[config.mk]
export PLATFORM = sky130hd
export DESIGN_NAME = edge_frame_sequencer
export DESIGN_NICKNAME = d
export VERILOG_FILES = /design/src/rtl/edge_frame_sequencer.sv
export SDC_FILE = /design/constraint.sdc
export NUM_CORES = 1
export LEC_CHECK = 0
export CAP_MARGIN = 20
export CELL_PAD_IN_SITES_DETAIL_PLACEMENT = 1
export CELL_PAD_IN_SITES_GLOBAL_PLACEMENT = 2
export CORE_MARGIN = 2
export CORE_UTILIZATION = 33
export DETAILED_ROUTE_END_ITERATION = 16
export PLACE_DENSITY = 0.87
export SYNTH_ARGS = -nofsm -noshare
export SYNTH_HDL_FRONTEND = slang
export SYNTH_SLANG_ARGS = --single-unit
[constraint.sdc]
create_clock -name I_CLK -period 3.1 [get_ports I_CLK]
set_clock_uncertainty 0.15 [all_clocks]
set_input_delay 0.62 -clock I_CLK [delete_from_list [all_inputs] [get_ports I_CLK]]
set_output_delay 0.62 -clock I_CLK [all_outputs]
set_load 0.005 [all_outputs]
[src/rtl/edge_frame_sequencer.sv]
// Sequencer for the Sobel edge-detection datapath, running in the pixel clock domain.
// It locks to the input frame on a VSYNC rising edge and follows the active column and row
// on DE. It issues one start pulse for each pixel that has a complete 3x3 window and records
// sticky error flags for bad frame geometry, short lines and Sobel overrun. It also generates
// a delayed vertical-reset pulse for the output timing generator.
//
// Ports:
//   I_CLK        pixel clock
//   I_RST        synchronous active-high reset
//   I_ENABLE     sequencer enable; low forces IDLE
//   I_VSYNC      input vertical sync, active-high
//   I_DE         input data enable
//   I_DONE       Sobel result-complete pulse
//   I_CLR_ERR    clears the sticky error flags (a set in the same cycle wins)
//   O_COL/O_ROW  position of the pixel qualified by O_PIX_VALID
//   O_PIX_VALID  registered DE sample counted while locked
//   O_START      Sobel start pulse, aligned with O_PIX_VALID
//   O_VRST       one-cycle pulse VRST_DLY cycles after a VSYNC rise
//   O_LOCKED     high while in FRAME
//   O_FRAME_CNT  completed good frames, wrapping
//   O_ERR_FRAME  sticky: wrong line count or an extra line
//   O_ERR_LINE   sticky: DE dropped mid-line
//   O_OVERRUN    sticky: start issued while the Sobel core was still busy
module edge_frame_sequencer #(
    parameter int unsigned H_ACT    = 640,
    parameter int unsigned V_ACT    = 480,
    parameter int unsigned COL_W    = 10,
    parameter int unsigned ROW_W    = 9,
    parameter int unsigned VRST_DLY = 1602,
    parameter int unsigned DLY_W    = 12
) (
    input  logic             I_CLK,
    input  logic             I_RST,
    input  logic             I_ENABLE,
    input  logic             I_VSYNC,
    input  logic             I_DE,
    input  logic             I_DONE,
    input  logic             I_CLR_ERR,
    output logic [COL_W-1:0] O_COL,
    output logic [ROW_W-1:0] O_ROW,
    output logic             O_PIX_VALID,
    output logic             O_START,
    output logic             O_VRST,
    output logic             O_LOCKED,
    output logic [7:0]       O_FRAME_CNT,
    output logic             O_ERR_FRAME,
    output logic             O_ERR_LINE,
    output logic             O_OVERRUN
);

    typedef enum logic [1:0] {
        ST_IDLE      = 2'd0,
        ST_SYNC_WAIT = 2'd1,
        ST_FRAME     = 2'd2
    } state_t;

    localparam logic [DLY_W-1:0] DLY_LOAD = DLY_W'(VRST_DLY);
    localparam logic             VRST_NOW = (VRST_DLY == 32'd1);

    state_t             state_q;
    logic               vs_q, de_q, busy_q;
    logic [COL_W-1:0]   col_q, col_o_q;
    logic [ROW_W-1:0]   row_q, row_o_q;
    logic [DLY_W-1:0]   dly_q;
    logic               pv_q, start_q, vrst_q, locked_q;
    logic [7:0]         frame_cnt_q;
    logic               err_frame_q, err_line_q, overrun_q;

    logic vs_rise, de_fall, line_end, frame_done, extra_line, short_line;

    // Edge detects and geometry qualifiers on the live counters
    assign vs_rise    = I_VSYNC & ~vs_q;
    assign de_fall    = de_q & ~I_DE;
    assign line_end   = (col_q == COL_W'(H_ACT - 1));
    assign frame_done = (row_q == ROW_W'(V_ACT)) && (col_q == '0);
    assign extra_line = I_DE && (row_q == ROW_W'(V_ACT));
    assign short_line = de_fall && (col_q != '0);

    // FSM, counters, delay timer and flags
    always_ff @(posedge I_CLK) begin
        if (I_RST) begin
            state_q     <= ST_IDLE;
            vs_q        <= 1'b0;
            de_q        <= 1'b0;
            busy_q      <= 1'b0;
            col_q       <= '0;
            row_q       <= '0;
            col_o_q     <= '0;
            row_o_q     <= '0;
            dly_q       <= '0;
            pv_q        <= 1'b0;
            start_q     <= 1'b0;
            vrst_q      <= 1'b0;
            locked_q    <= 1'b0;
            frame_cnt_q <= '0;
            err_frame_q <= 1'b0;
            err_line_q  <= 1'b0;
            overrun_q   <= 1'b0;
        end else begin
            vs_q    <= I_VSYNC;
            de_q    <= I_DE;
            pv_q    <= 1'b0;
            start_q <= 1'b0;

            // Clear first so that any set below takes priority
            if (I_CLR_ERR) begin
                err_frame_q <= 1'b0;
                err_line_q  <= 1'b0;
                overrun_q   <= 1'b0;
            end

            // A start together with a done hands the core straight over to the new window
            if (start_q)     busy_q <= 1'b1;
            else if (I_DONE) busy_q <= 1'b0;
            if (start_q && busy_q && !I_DONE) overrun_q <= 1'b1;

            // Pulse is emitted on the edge that leaves the counter at 1
            if (dly_q != '0) dly_q <= dly_q - DLY_W'(1);
            vrst_q <= (dly_q == DLY_W'(2));

            if (!I_ENABLE) begin
                state_q  <= ST_IDLE;
                locked_q <= 1'b0;
                col_q    <= '0;
                row_q    <= '0;
                dly_q    <= '0;
                vrst_q   <= 1'b0;
            end else begin
                case (state_q)
                    ST_IDLE: begin
                        state_q  <= ST_SYNC_WAIT;
                        locked_q <= 1'b0;
                    end
                    ST_SYNC_WAIT: begin
                        locked_q <= 1'b0;
                        if (vs_rise) begin
                            state_q  <= ST_FRAME;
                            locked_q <= 1'b1;
                            col_q    <= '0;
                            row_q    <= '0;
                            dly_q    <= DLY_LOAD;
                            vrst_q   <= VRST_NOW;
                        end
                    end
                    ST_FRAME: begin
                        locked_q <= 1'b1;
                        if (vs_rise) begin
                            if (frame_done) frame_cnt_q <= frame_cnt_q + 8'd1;
                            else            err_frame_q <= 1'b1;
                            col_q  <= '0;
                            row_q  <= '0;
                            dly_q  <= DLY_LOAD;
                            vrst_q <= VRST_NOW;
                        end else if (extra_line) begin
                            state_q     <= ST_SYNC_WAIT;
                            locked_q    <= 1'b0;
                            err_frame_q <= 1'b1;
                            col_q       <= '0;
                            row_q       <= '0;
                        end else if (short_line) begin
                            state_q    <= ST_SYNC_WAIT;
                            locked_q   <= 1'b0;
                            err_line_q <= 1'b1;
                            col_q      <= '0;
                            row_q      <= '0;
                        end else if (I_DE) begin
                            pv_q    <= 1'b1;
                            col_o_q <= col_q;
                            row_o_q <= row_q;
                            // Full 3x3 window available once two rows and two columns are behind us
                            start_q <= (row_q >= ROW_W'(2)) && (col_q >= COL_W'(2));
                            if (line_end) begin
                                col_q <= '0;
                                row_q <= row_q + ROW_W'(1);
                            end else begin
                                col_q <= col_q + COL_W'(1);
                            end
                        end
                    end
                    default: begin
                        state_q  <= ST_IDLE;
                        locked_q <= 1'b0;
                    end
                endcase
            end
        end
    end

    assign O_COL       = col_o_q;
    assign O_ROW       = row_o_q;
    assign O_PIX_VALID = pv_q;
    assign O_START     = start_q;
    assign O_VRST      = vrst_q;
    assign O_LOCKED    = locked_q;
    assign O_FRAME_CNT = frame_cnt_q;
    assign O_ERR_FRAME = err_frame_q;
    assign O_ERR_LINE  = err_line_q;
    assign O_OVERRUN   = overrun_q;

endmodule
# Word level (Yosys, flattened, before mapping)

Index checks and enable logic that the tools add are counted.

$lt $le $gt $ge: 2
Add/subtract/negate cells: 4
Reductions and logical operators: 23
Muxes and demuxes: 46
Bitwise logic cells: 9
Equal/unequal tests: 10

Operators with widths:

| cell                                                                                  | number |
|---|---|
| 10-bit two-way mux                                                                    | 6 |
| 9-bit two-way mux                                                                     | 6 |
| 12-bit two-way mux                                                                    | 3 |
| 1-bit two-way mux                                                                     | 23 |
| 10-bit one-hot mux with 2 select lines                                                | 1 |
| 9-bit one-hot mux with 2 select lines                                                 | 1 |
| 12-bit by 2-bit == test with 1-bit output (second input constant)                     | 1 |
| 12-bit nonzero test                                                                   | 1 |
| 12-bit by 1-bit subtractor with 12-bit output (second input constant)                 | 1 |
| 10-bit by 1-bit adder with 10-bit output (second input constant)                      | 1 |
| 10-bit == test (second input constant)                                                | 1 |
| 10-bit by 2-bit greater-or-equal comparator with 1-bit output (second input constant) | 1 |
| 10-bit zero test                                                                      | 1 |
| 5-bit != test (second input constant)                                                 | 2 |
| 10-bit nonzero test                                                                   | 1 |
| 9-bit by 1-bit adder with 9-bit output (second input constant)                        | 1 |
| 9-bit == test (second input constant)                                                 | 1 |
| 9-bit by 2-bit greater-or-equal comparator with 1-bit output (second input constant)  | 1 |
| 8-bit by 1-bit adder with 8-bit output (second input constant)                        | 1 |
| 2-bit two-way mux                                                                     | 4 |
| 4-bit AND reduction                                                                   | 2 |
| 1-bit NOT                                                                             | 7 |
| 7-bit OR reduction                                                                    | 1 |
| 1-bit logical AND                                                                     | 6 |
| 14 further kinds                                                                      | 20 |

Input bits: 7
Output and inout port bits: 34
Bits in registers: 70
Logic and storage cells: 111

# Longest topological paths before layout

Gate-level depths: netlist of run 1.

Depth after elaboration: 8
Mapped depth: 9
Depth with buffers taken out: 7

# Least setup slack after synthesis of run 1

OpenSTA, ideal clock, no wires.

Path kind: input to register
Start point: input I_DE
End point: register row_q[7]
Arrival time: 1.996 ns
Stages on the path: 6
Setup time: 0.121 ns
Data required time: 2.829 ns
Setup slack: 0.833 ns
Path buffers: 1
Cells stage by stage: clkbuf_1 > inv_1 > nor4_2 > nand4b_1 > a21oi_1 > o21ai_0

Longest elaborated chain between the ends: 7
Elaborated cells between the ends (all ways): 11
Those cells by class: eq/ne (2); mux (4); bitwise (2); reduce/logical (3)

RTL lines:

| item                                  | line | RTL |
|---|---|---|
| start: declaration                    | 36   | `input logic I_DE,` |
| 1-bit NOT (no line)                   | --   |  |
| 1-bit bitwise AND                     | 73   | `assign de_fall = de_q & ~I_DE;` |
| 1-bit logical AND                     | 77   | `assign short_line = de_fall && (col_q != '0);` |
| 9-bit two-way mux                     | 160  | `end else if (short_line) begin` |
| 9-bit two-way mux                     | 154  | `end else if (extra_line) begin` |
| 9-bit two-way mux                     | 147  | `if (vs_rise) begin` |
| 9-bit one-hot mux with 2 select lines | 129  | `case (state_q)` |
| end signal: assignment                | 174  | `row_q <= row_q + ROW_W'(1);` |
| end: declaration                      | 63   | `logic [ROW_W-1:0] row_q, row_o_q;` |

Parallel ways exist; a longest one is shown, timed or not.
A chain may end at the register's enable or synchronous reset.

# Final worst setup path of run 1

Start point: register col_q[2]
End point: register row_q[3]

Longest elaborated chain between the ends: 6
Elaborated cells between the ends (all ways): 10
Those cells by class: eq/ne (3); mux (4); reduce/logical (3)

RTL lines:

| item                                  | line | RTL |
|---|---|---|
| start: declaration                    | 62   | `logic [COL_W-1:0] col_q, col_o_q;` |
| start signal: assignment              | 176  | `col_q <= col_q + COL_W'(1);` |
| 10-bit nonzero test                   | 77   |  |
| 1-bit logical AND                     | 77   |  |
| 9-bit two-way mux                     | 160  |  |
| 9-bit two-way mux                     | 154  |  |
| 9-bit two-way mux                     | 147  |  |
| 9-bit one-hot mux with 2 select lines | 129  |  |

Parallel ways exist; a longest one is shown, timed or not.

==> metrics.txt, run 1 <==
status finished, final reports clean; static leakage 1.44 nW; I/O Buffers 40; pwr/cell area 623 mW/mm^2; Fmax achieved 0.403 GHz; CTS root buf clkbuf_8; H-tree depth 3; # Post-CTS Setup Buffers 0; Hold Vio Cnt, Final 0; number of global-route vias before repair 3213; grt ovf 0; Worst-Skew Late Latency 0.36 ns; sequence of cells on the critical path nor4_2 -> a311oi_2 -> nor4_4 -> a41oi_1 -> a31oi_1; met3 usage 0.0276; worst path required time 3.24 ns; wire per inst 14.9 microns; Bufs and invs on worst path 0; Max Cap Viol 0; Tcrit/Tclk final 0.800; total CTS buffers 9; Post-Synthesis Cells 409; drt total wl 8820 microns; EDFF count, synth 0; Worst slew margin 0.562; synth cell count leaders dfxtp_1, nand2_1, a21oi_1, nor2_1, nand3_1; most frequent cell after synthesis dfxtp_1; sequential area share after synthesis 0.408; Max clock buf depth 2; CTS Sinks 70; DRT iter0 DRCs 89; DIE AREA 0.0112 sq mm; worst hold path class reg -> reg; setup total negative slack 0 ns; Antenna diodes 0; crit-path max FO 9; final antenna-violating net count 0; met1 usage 0.215; gr busiest metal met2; post-CTS sizing 0; Distinct cells, synth 57; initial antenna violation count 0; RD Place Congestion 0.808; Switching Share 0.353; Ys Warns 0; average via count per standard cell 5.26; post-layout util 0.407; CP top delay family simple AND/OR/NAND/NOR gates; hold buffers post-CTS 0; Peak VDD IR 0.000356 V; drt first pass iters 4; global-route wire length before repair 15400 microns; Synth async-reset ratio 0; area share of the largest cell type after synthesis 0.408; largest net degree at the start of global routing 40; worst-margin pin slew 0.651 ns; RSZ-0062 raised after global routing false; crit path kind reg -> reg; die span in y 106 microns; clock network fraction of total power 0.254; Starting Density 0.336; CTS tree built; HPWL after DPL 6470 microns; area grow syn2layout 21.3%; synthesized area per cell 8.39 sq um; critical path's largest stage delay 0.63 ns; min cycle time layout 2.48 ns; # DRC 0; Area contributors post-synth dfxtp_1, nand2_1, a21oi_1; sequential share of power 0.410; slowest CP cell nor4_2; Final Setup Violations 0; Sw Pwr 917 uW; num ports 41; fraction of layout cells with a size suffix above 1 0.0901; number of synthesized register bits 70; CP Capture Type register; combinational share of power 0.337; total global-route track usage 0.172; crit start category register; synthesized area 0.00343 sq mm; Worst EP arrival 2.62 ns; Int Pwr 1.68 mW; Syn Nets 429; Horiz. Die Dim 106 microns; final slew viol count 0; row cnt 37; Clock transition at path regs 0.07 ns; area leader, netlist dfxtp_1; NumNets Final 473; Synth Flop Type dfxtp_1; met2 Use GR 0.278; total vias in the final route 3106; area of the core 0.0102 sq mm
layout by cell type, fill, tap and decap left out, types with 3 or more instances in the layout:
master | netlist | layout
dfxtp_1 | 70 | 70
nand2_1 | 65 | 65
clkdlybuf4s50_1 | 0 | 40
a21oi_1 | 34 | 34
nor2_1 | 34 | 34
nand3_1 | 18 | 18
inv_1 | 14 | 14
ha_1 | 13 | 13
clkbuf_8 | 0 | 11
nor3_1 | 9 | 9
xnor2_1 | 9 | 9
nor4_1 | 9 | 9
buf_4 | 1 | 9
nand2b_1 | 8 | 8
o21ai_0 | 8 | 8
nor2b_1 | 7 | 7
nand4_1 | 7 | 7
and3_1 | 6 | 6
and2_1 | 5 | 5
a31oi_1 | 5 | 5
a41oi_1 | 4 | 4
or4_1 | 4 | 4
xor2_1 | 4 | 4
o31ai_1 | 4 | 4
a21oi_2 | 4 | 4
a21o_1 | 4 | 4
nand3b_1 | 3 | 3
nor4_2 | 3 | 3
mux2i_1 | 3 | 3
mux2_1 | 3 | 3
a211oi_1 | 3 | 3
stage by stage:
stage | cell area [sq um] | setup slack [ns] | hold WS, ns | total power [mW] | cells
floorplan | 3430 | 0.833 | 0.299 | 1.77 | 409
global placement | 4000 | 0.291 | 0.292 | 1.93 | 578
detailed placement | 4000 | 0.221 | 0.298 | 1.96 | 578
CTS | 4170 | 0.599 | 0.308 | 2.63 | 591
global route | 4170 | 0.405 | 0.327 | 2.82 | 591
finish | 4170 | 0.620 | 0.304 | 2.60 | 591
worst register-to-register path, stage by stage, from the launching register on:
cell,delay (ns)
dfxtp_1,0.38
nor4_2,0.63
a311oi_2,0.34
nor4_4,0.55
a41oi_1,0.18
a31oi_1,0.17
final timing paths:
path	to	slack, ns	cells past startpoint	from
hold reg to reg	O_ROW[7]	0.30	2	O_ROW[7]
setup / recovery	row_q[3]	0.62	5	col_q[2]
setup reg to reg	row_q[3]	0.62	5	col_q[2]
hold / removal	O_ROW[7]	0.30	2	O_ROW[7]
layer usage:
layer	wire length (microns)	share of wire	vias to the layer above
met5	0	0	-
met4	250	0.028	0
met3	193	0.022	18
met2	4250	0.48	39
met1	4120	0.47	1518
li1	-	-	1531
power by group through the flow:
stage	logic (mW)	registers (mW)	clock network (mW)
2_1_floorplan	0.709	1.06	0
3_3_place_gp	0.849	1.08	0
3_5_place_dp	0.881	1.08	0
4_1_cts	0.890	1.06	0.674
5_1_grt	1.01	1.08	0.722
6_report	0.874	1.06	0.658
cell families after synthesis:
kind of cell,Yosys count,share of synthesized area
flip-flops,70,0.408
adder cells (fa/ha/maj),13,0.0474
AO/OA/AOI/OAI,80,0.153
AND/OR/NAND/NOR,197,0.304
XOR/XNOR,13,0.0332
multiplexers,6,0.0186
buffers and inverters,30,0.0354
registers in the layout (all words and copies together) (netlist names), 2 cells and up:
register	flops
O_COL	10
O_FRAME_CNT	8
O_ROW	9
col_q	10
dly_q	12
row_q	9
state_q	2
area by class of cell:
class | count | area [sq um]
Fill cell | 1239 | 6070
Inverter | 14 | 52.6
Timing Repair Buffer | 49 | 468
Clock buffer | 12 | 155
Clock inverter | 1 | 7.51
Multi-Input combinational cell | 309 | 1910
Tap cell | 136 | 170
Sequential cell | 70 | 1400
No activity file was read; power rests on OpenSTA's default activity.
==> run 2, diff against run 1 <==
==> constraint.sdc (replaced) <==
create_clock -name I_CLK -period 2.3 [get_ports I_CLK]
set_clock_uncertainty 0.15 [all_clocks]
set_input_delay 0.46 -clock I_CLK [delete_from_list [all_inputs] [get_ports I_CLK]]
set_output_delay 0.46 -clock I_CLK [all_outputs]
set_load 0.005 [all_outputs]
==> metrics.txt, run 2 (synthesis results as in run 1) <==
Antenna diodes 0 (unchanged); crit-path max FO 9 (unchanged); worst hold path class reg -> reg (unchanged); post-route cell area 0.00453 sq mm (was 0.00417 sq mm); average via count per standard cell 5.20 (was 5.26); CP Capture Type register (unchanged); post-placement cell count 617 (was 578); Final Setup Violations 0 (unchanged); # DRC 0 (unchanged); Largest register FFs 12 (unchanged); DRT iter0 DRCs 105 (was 89); RD Place Congestion 0.806 (was 0.808); dpl cell area 0.00431 sq mm (was 0.00400 sq mm); worst path required time 2.39 ns (was 3.24 ns); post-layout util 0.443 (was 0.407); DIE AREA 0.0112 sq mm (unchanged); Tcrit/Tclk final 0.978 (was 0.800); Hold Vio Cnt, Final 0 (unchanged); drt first pass iters 4 (unchanged); min cycle time layout 2.25 ns (was 2.48 ns); Max clock buf depth 2 (unchanged); status finished, final reports clean (unchanged); largest net degree at the start of global routing 39 (was 40); Peak VDD IR 0.000454 V (was 0.000356 V); wire per inst 15.3 microns (was 14.9 microns); Horiz. Die Dim 106 microns (unchanged); Fmax achieved 0.445 GHz (was 0.403 GHz); setup total negative slack 0 ns (unchanged); Clock transition at path regs 0.08 ns (was 0.07 ns); initial antenna violation count 0 (unchanged); row cnt 37 (unchanged); area grow syn2layout 32.0% (was 21.3%); worst-margin pin slew 0.554 ns (was 0.651 ns); Worst slew margin 0.621 (was 0.562); Final Non-Filler Cells 633 (was 591); CTS Sinks 70 (unchanged); Hold Path Stages 2 (unchanged); fraction of layout cells with a size suffix above 1 0.167 (was 0.0901); Final Power 3.78 mW (was 2.60 mW); CTS root buf clkbuf_8 (unchanged); grt ovf 0 (unchanged); PnR worst setup slack 0.0515 ns (was 0.620 ns); number of global-route vias before repair 3505 (was 3213); global-route wire length before repair 16600 microns (was 15400 microns); HPWL after DPL 7090 microns (was 6470 microns); crit path kind reg -> reg (unchanged); num ports 41 (unchanged); commonest non-fill, non-tap cell in the layout dfxtp_1 (unchanged); die span in y 106 microns (unchanged); reg2reg path depth 8 (was 5); static leakage 1.67 nW (was 1.44 nW); I/O Buffers 40 (unchanged); area of the core 0.0102 sq mm (unchanged); CTS tree built (unchanged); final slew viol count 0 (unchanged); Worst EP arrival 2.33 ns (was 2.62 ns); total global-route track usage 0.182 (was 0.172); Fin Hold WS 0.304 ns (about the same); drt total wl 9690 microns (was 8820 microns); final antenna-violating net count 0 (unchanged); register with the most flip-flops dly_q (unchanged); Starting Density 0.336 (unchanged); total CTS buffers 9 (unchanged); most frequent cells in the layout dfxtp_1, nand2_1, buf_4 (was dfxtp_1, nand2_1, clkdlybuf4s50_1); H-tree depth 3 (unchanged); crit start category register (unchanged); total vias in the final route 3293 (was 3106); pwr/cell area 835 mW/mm^2 (was 623 mW/mm^2); NumNets Final 512 (was 473); dpl ws -0.162 ns (was 0.221 ns); Max Cap Viol 0 (unchanged); Worst-Skew Late Latency 0.35 ns (was 0.36 ns); # Post-CTS Setup Buffers 0 (unchanged)
==> run 2: changes by cell type in the layout (fill, tap and decap cells not counted) <==
cell	delta
clkbuf_8	-1
a41oi_2	+1
and3_1	-1
bufinv_16	+2
a41oi_1	-1
clkbuf_1	+2
buf_12	+1
and3_2	+1
buf_4	+38
==> run 2: area by class of cell <==
class                      instances  area (sq um)
fill                            1246          5700
tap                              136           170
sequential                        70          1400
clock inverter                     3          67.6
multi-input combinational        309          1920
inverter                          14          52.6
clock buffer                      13           149
timing repair buffer              88           773
==> run 2: worst max-delay path, stage by stage, from the launching register on <==
cell and delay, ns:
dfxtp_1 0.33, nor4_2 0.43, buf_4 0.20, a31oi_1 0.09
o31ai_1 0.28, buf_4 0.23, buf_4 0.13, nor4_1 0.05
a211o_1 0.23
==> run 2: worst paths after layout <==
check             slack [ns]        to      from
setup reg to reg        0.05  col_q[8]  col_q[9]
setup / recovery        0.05  col_q[8]  col_q[9]
hold / removal          0.30  O_ROW[6]  O_ROW[6]
hold reg to reg         0.30  O_ROW[6]  O_ROW[6]
==> run 2: power by group <==
part | internal, mW | switching, mW
sequential | 1.32 | 0.125
clock | 0.642 | 0.463
combinational | 0.529 | 0.706
==> run 2: layer usage <==
metal	global-route usage	up-vias	wire, microns
li1	-	1617	-
met1	0.226	1596	4260
met2	0.312	64	4930
met3	0.0392	16	314
met4	0.0667	0	189
met5	0	-	0
==> run 2: repair_timing <==
action                     in CTS  in global routing
hold buffers                    0                  0
setup endpoints to repair       0                  2
gates resized for setup         0                  2
==> run 3, diff against run 2 <==
--- a/config.mk
+++ b/config.mk
@@ -11,7 +11,7 @@
 export CORE_MARGIN = 2
 export CORE_UTILIZATION = 33
 export DETAILED_ROUTE_END_ITERATION = 16
-export PLACE_DENSITY = 0.87
+export PLACE_DENSITY_LB_ADDON = 0.2
 export SYNTH_ARGS = -nofsm -noshare
 export SYNTH_HDL_FRONTEND = slang
 export SYNTH_SLANG_ARGS = --single-unit
==> metrics.txt, run 3 (synthesis results as in run 1) <==
Fin Hold WS 0.305 ns (was 0.304 ns); total global-route track usage 0.180 (was 0.182); Largest register FFs 12 (unchanged); grt ovf 0 (unchanged); static leakage 1.69 nW (was 1.67 nW); CP Capture Type register (unchanged); post-CTS sizing 0 (unchanged); # DRC 0 (unchanged); Horiz. Die Dim 106 microns (unchanged); area of the core 0.0102 sq mm (unchanged); worst hold path class reg -> reg (unchanged); # Post-CTS Setup Buffers 0 (unchanged); flop-to-flop setup slack 0.14 ns (was 0.05 ns); CTS Sinks 70 (unchanged); PnR worst setup slack 0.143 ns (was 0.0515 ns); CTS tree built (unchanged); area grow syn2layout 31.6% (was 32.0%); status finished, final reports clean (unchanged); worst-margin pin slew 0.476 ns (was 0.554 ns); average via count per standard cell 5.11 (was 5.20); Worst-Skew Late Latency 0.35 ns (about the same); Max Cap Viol 0 (unchanged); Starting Density 0.336 (unchanged); DIE AREA 0.0112 sq mm (unchanged); reg-to-reg startpoint col_q[2] (was col_q[9]); min cycle time layout 2.16 ns (was 2.25 ns); Antenna diodes 0 (unchanged); final slew viol count 0 (unchanged); RR Endpoint col_q[8] (unchanged); final antenna-violating net count 0 (unchanged); num ports 41 (unchanged); Min-Delay Endpoint O_ROW[7] (was O_ROW[6]); die span in y 106 microns (unchanged); Clock transition at path regs 0.07 ns (was 0.08 ns); Max clock buf depth 2 (unchanged); Final Power 3.58 mW (was 3.78 mW); Worst EP arrival 2.30 ns (was 2.33 ns); crit path kind reg -> reg (unchanged); crit start category register (unchanged); Worst slew margin 0.674 (was 0.621); most frequent cells in the layout dfxtp_1, nand2_1, buf_4 (unchanged); Hold Vio Cnt, Final 0 (unchanged); Final Setup Violations 0 (unchanged); H-tree depth 3 (unchanged); global-route wire length before repair 16300 microns (was 16600 microns); sequence of cells on the critical path nor4_2 -> a311oi_4 -> buf_4 -> or3_4 -> nor4_1 -> a211o_1 (was nor4_2 -> buf_4 -> a31oi_1 -> o31ai_1 -> buf_4 -> buf_4 -> nor4_1 -> a211o_1); initial antenna violation count 0 (unchanged); row cnt 37 (unchanged); slowest CP cell nor4_2 (unchanged); drt first pass iters 4 (unchanged); RSZ-0062 raised after global routing false; number of global-route vias before repair 3305 (was 3505); Peak VDD IR 0.000626 V (was 0.000454 V); commonest non-fill, non-tap cell in the layout dfxtp_1 (unchanged); I/O Buffers 40 (unchanged); fraction of layout cells with a size suffix above 1 0.176 (was 0.167); crit-path max FO 5 (was 9); hold path start O_ROW[7] (was O_ROW[6]); register with the most flip-flops dly_q (unchanged); largest net degree at the start of global routing 39 (unchanged); dpl ws -0.149 ns (was -0.162 ns); NumNets Final 514 (was 512); drt total wl 9480 microns (was 9690 microns); HPWL after DPL 7190 microns (was 7090 microns); total CTS buffers 9 (unchanged); Hold Path Stages 2 (unchanged); total vias in the final route 3243 (was 3293); wire per inst 14.9 microns (was 15.3 microns); RD Place Congestion 0.808 (was 0.806); Tcrit/Tclk final 0.938 (was 0.978); Fmax achieved 0.464 GHz (was 0.445 GHz); reg2reg path depth 6 (was 8); worst setup path startpoint col_q[2] (was col_q[9]); DRT iter0 DRCs 77 (was 105); critical path's largest stage delay 0.42 ns (was 0.43 ns); hold buffers post-CTS 0 (unchanged); pwr/cell area 792 mW/mm^2 (was 835 mW/mm^2); CTS root buf clkbuf_8 (unchanged); worst path required time 2.44 ns (was 2.39 ns)
[run 3: cell types whose count changed in the layout (fill, tap and decap cells not counted), moves of 2 or more]
cell       previous run  this run
clkinv_2              0         4
buf_4                47        50
clkbuf_1              3         0
bufinv_16             2         0
clkbuf_8             10        12
[run 3: report_power, final]
group | internal (mW) | switching [mW] | leakage, nW | total (mW)
logic | 0.530 | 0.678 | 1.02 | 1.21
clock network | 0.472 | 0.462 | 0.102 | 0.935
registers | 1.32 | 0.119 | 0.566 | 1.44
total | 2.32 | 1.26 | 1.69 | 3.58
[run 3: worst max-delay path: cells and delay by family, from the launching register on]
family                 cells  cell delay (ns)
AOI/OAI and AO/OA          2             0.31
buffers and inverters      1             0.17
DFF                        1             0.32
and+or+nand+nor            3             1.14
[run 3: cell type report]
| class | count | area [sq um] |
|---|---|---|
| inverters | 14 | 52.6 |
| well taps | 136 | 170 |
| clock inverters | 4 | 20.0 |
| repair buffers | 90 | 776 |
| multi-input cells | 309 | 1930 |
| fillers | 1250 | 5710 |
| flip-flops and latches | 70 | 1400 |
| clock buffers | 12 | 165 |
[run 3: worst max-delay path by stage]
stage,to,slack (ns)
6_report,col_q[8],0.14
5_1_grt,row_q[6],0.02
4_1_cts,col_q[8],0.09
3_5_place_dp,col_q[8],-0.15
3_3_place_gp,col_q[8],-0.14
2_1_floorplan,O_FRAME_CNT[4],0.17
[run 3: per-stage QoR]
| stage | utilization | area, sq um | TNS [ns] | cells |
|---|---|---|---|---|
| after detailed placement | 0.421 | 4310 | -2.89 | 619 |
| after global routing | 0.442 | 4520 | 0 | 635 |
| after global placement | 0.421 | 4310 | -1.63 | 619 |
| after CTS | 0.439 | 4500 | 0 | 635 |
| final | 0.442 | 4520 | 0 | 635 |
| after floorplan | - | 3430 | 0 | 409 |
[run 3: metal layers]
| metal | vias to the layer above | part of all wire | GRT usage |
|---|---|---|---|
| li1 | 1615 | - | - |
| met1 | 1583 | 0.47 | 0.233 |
| met2 | 32 | 0.49 | 0.299 |
| met3 | 13 | 0.021 | 0.0356 |
| met4 | 0 | 0.016 | 0.0592 |
| met5 | - | 0 | 0 |
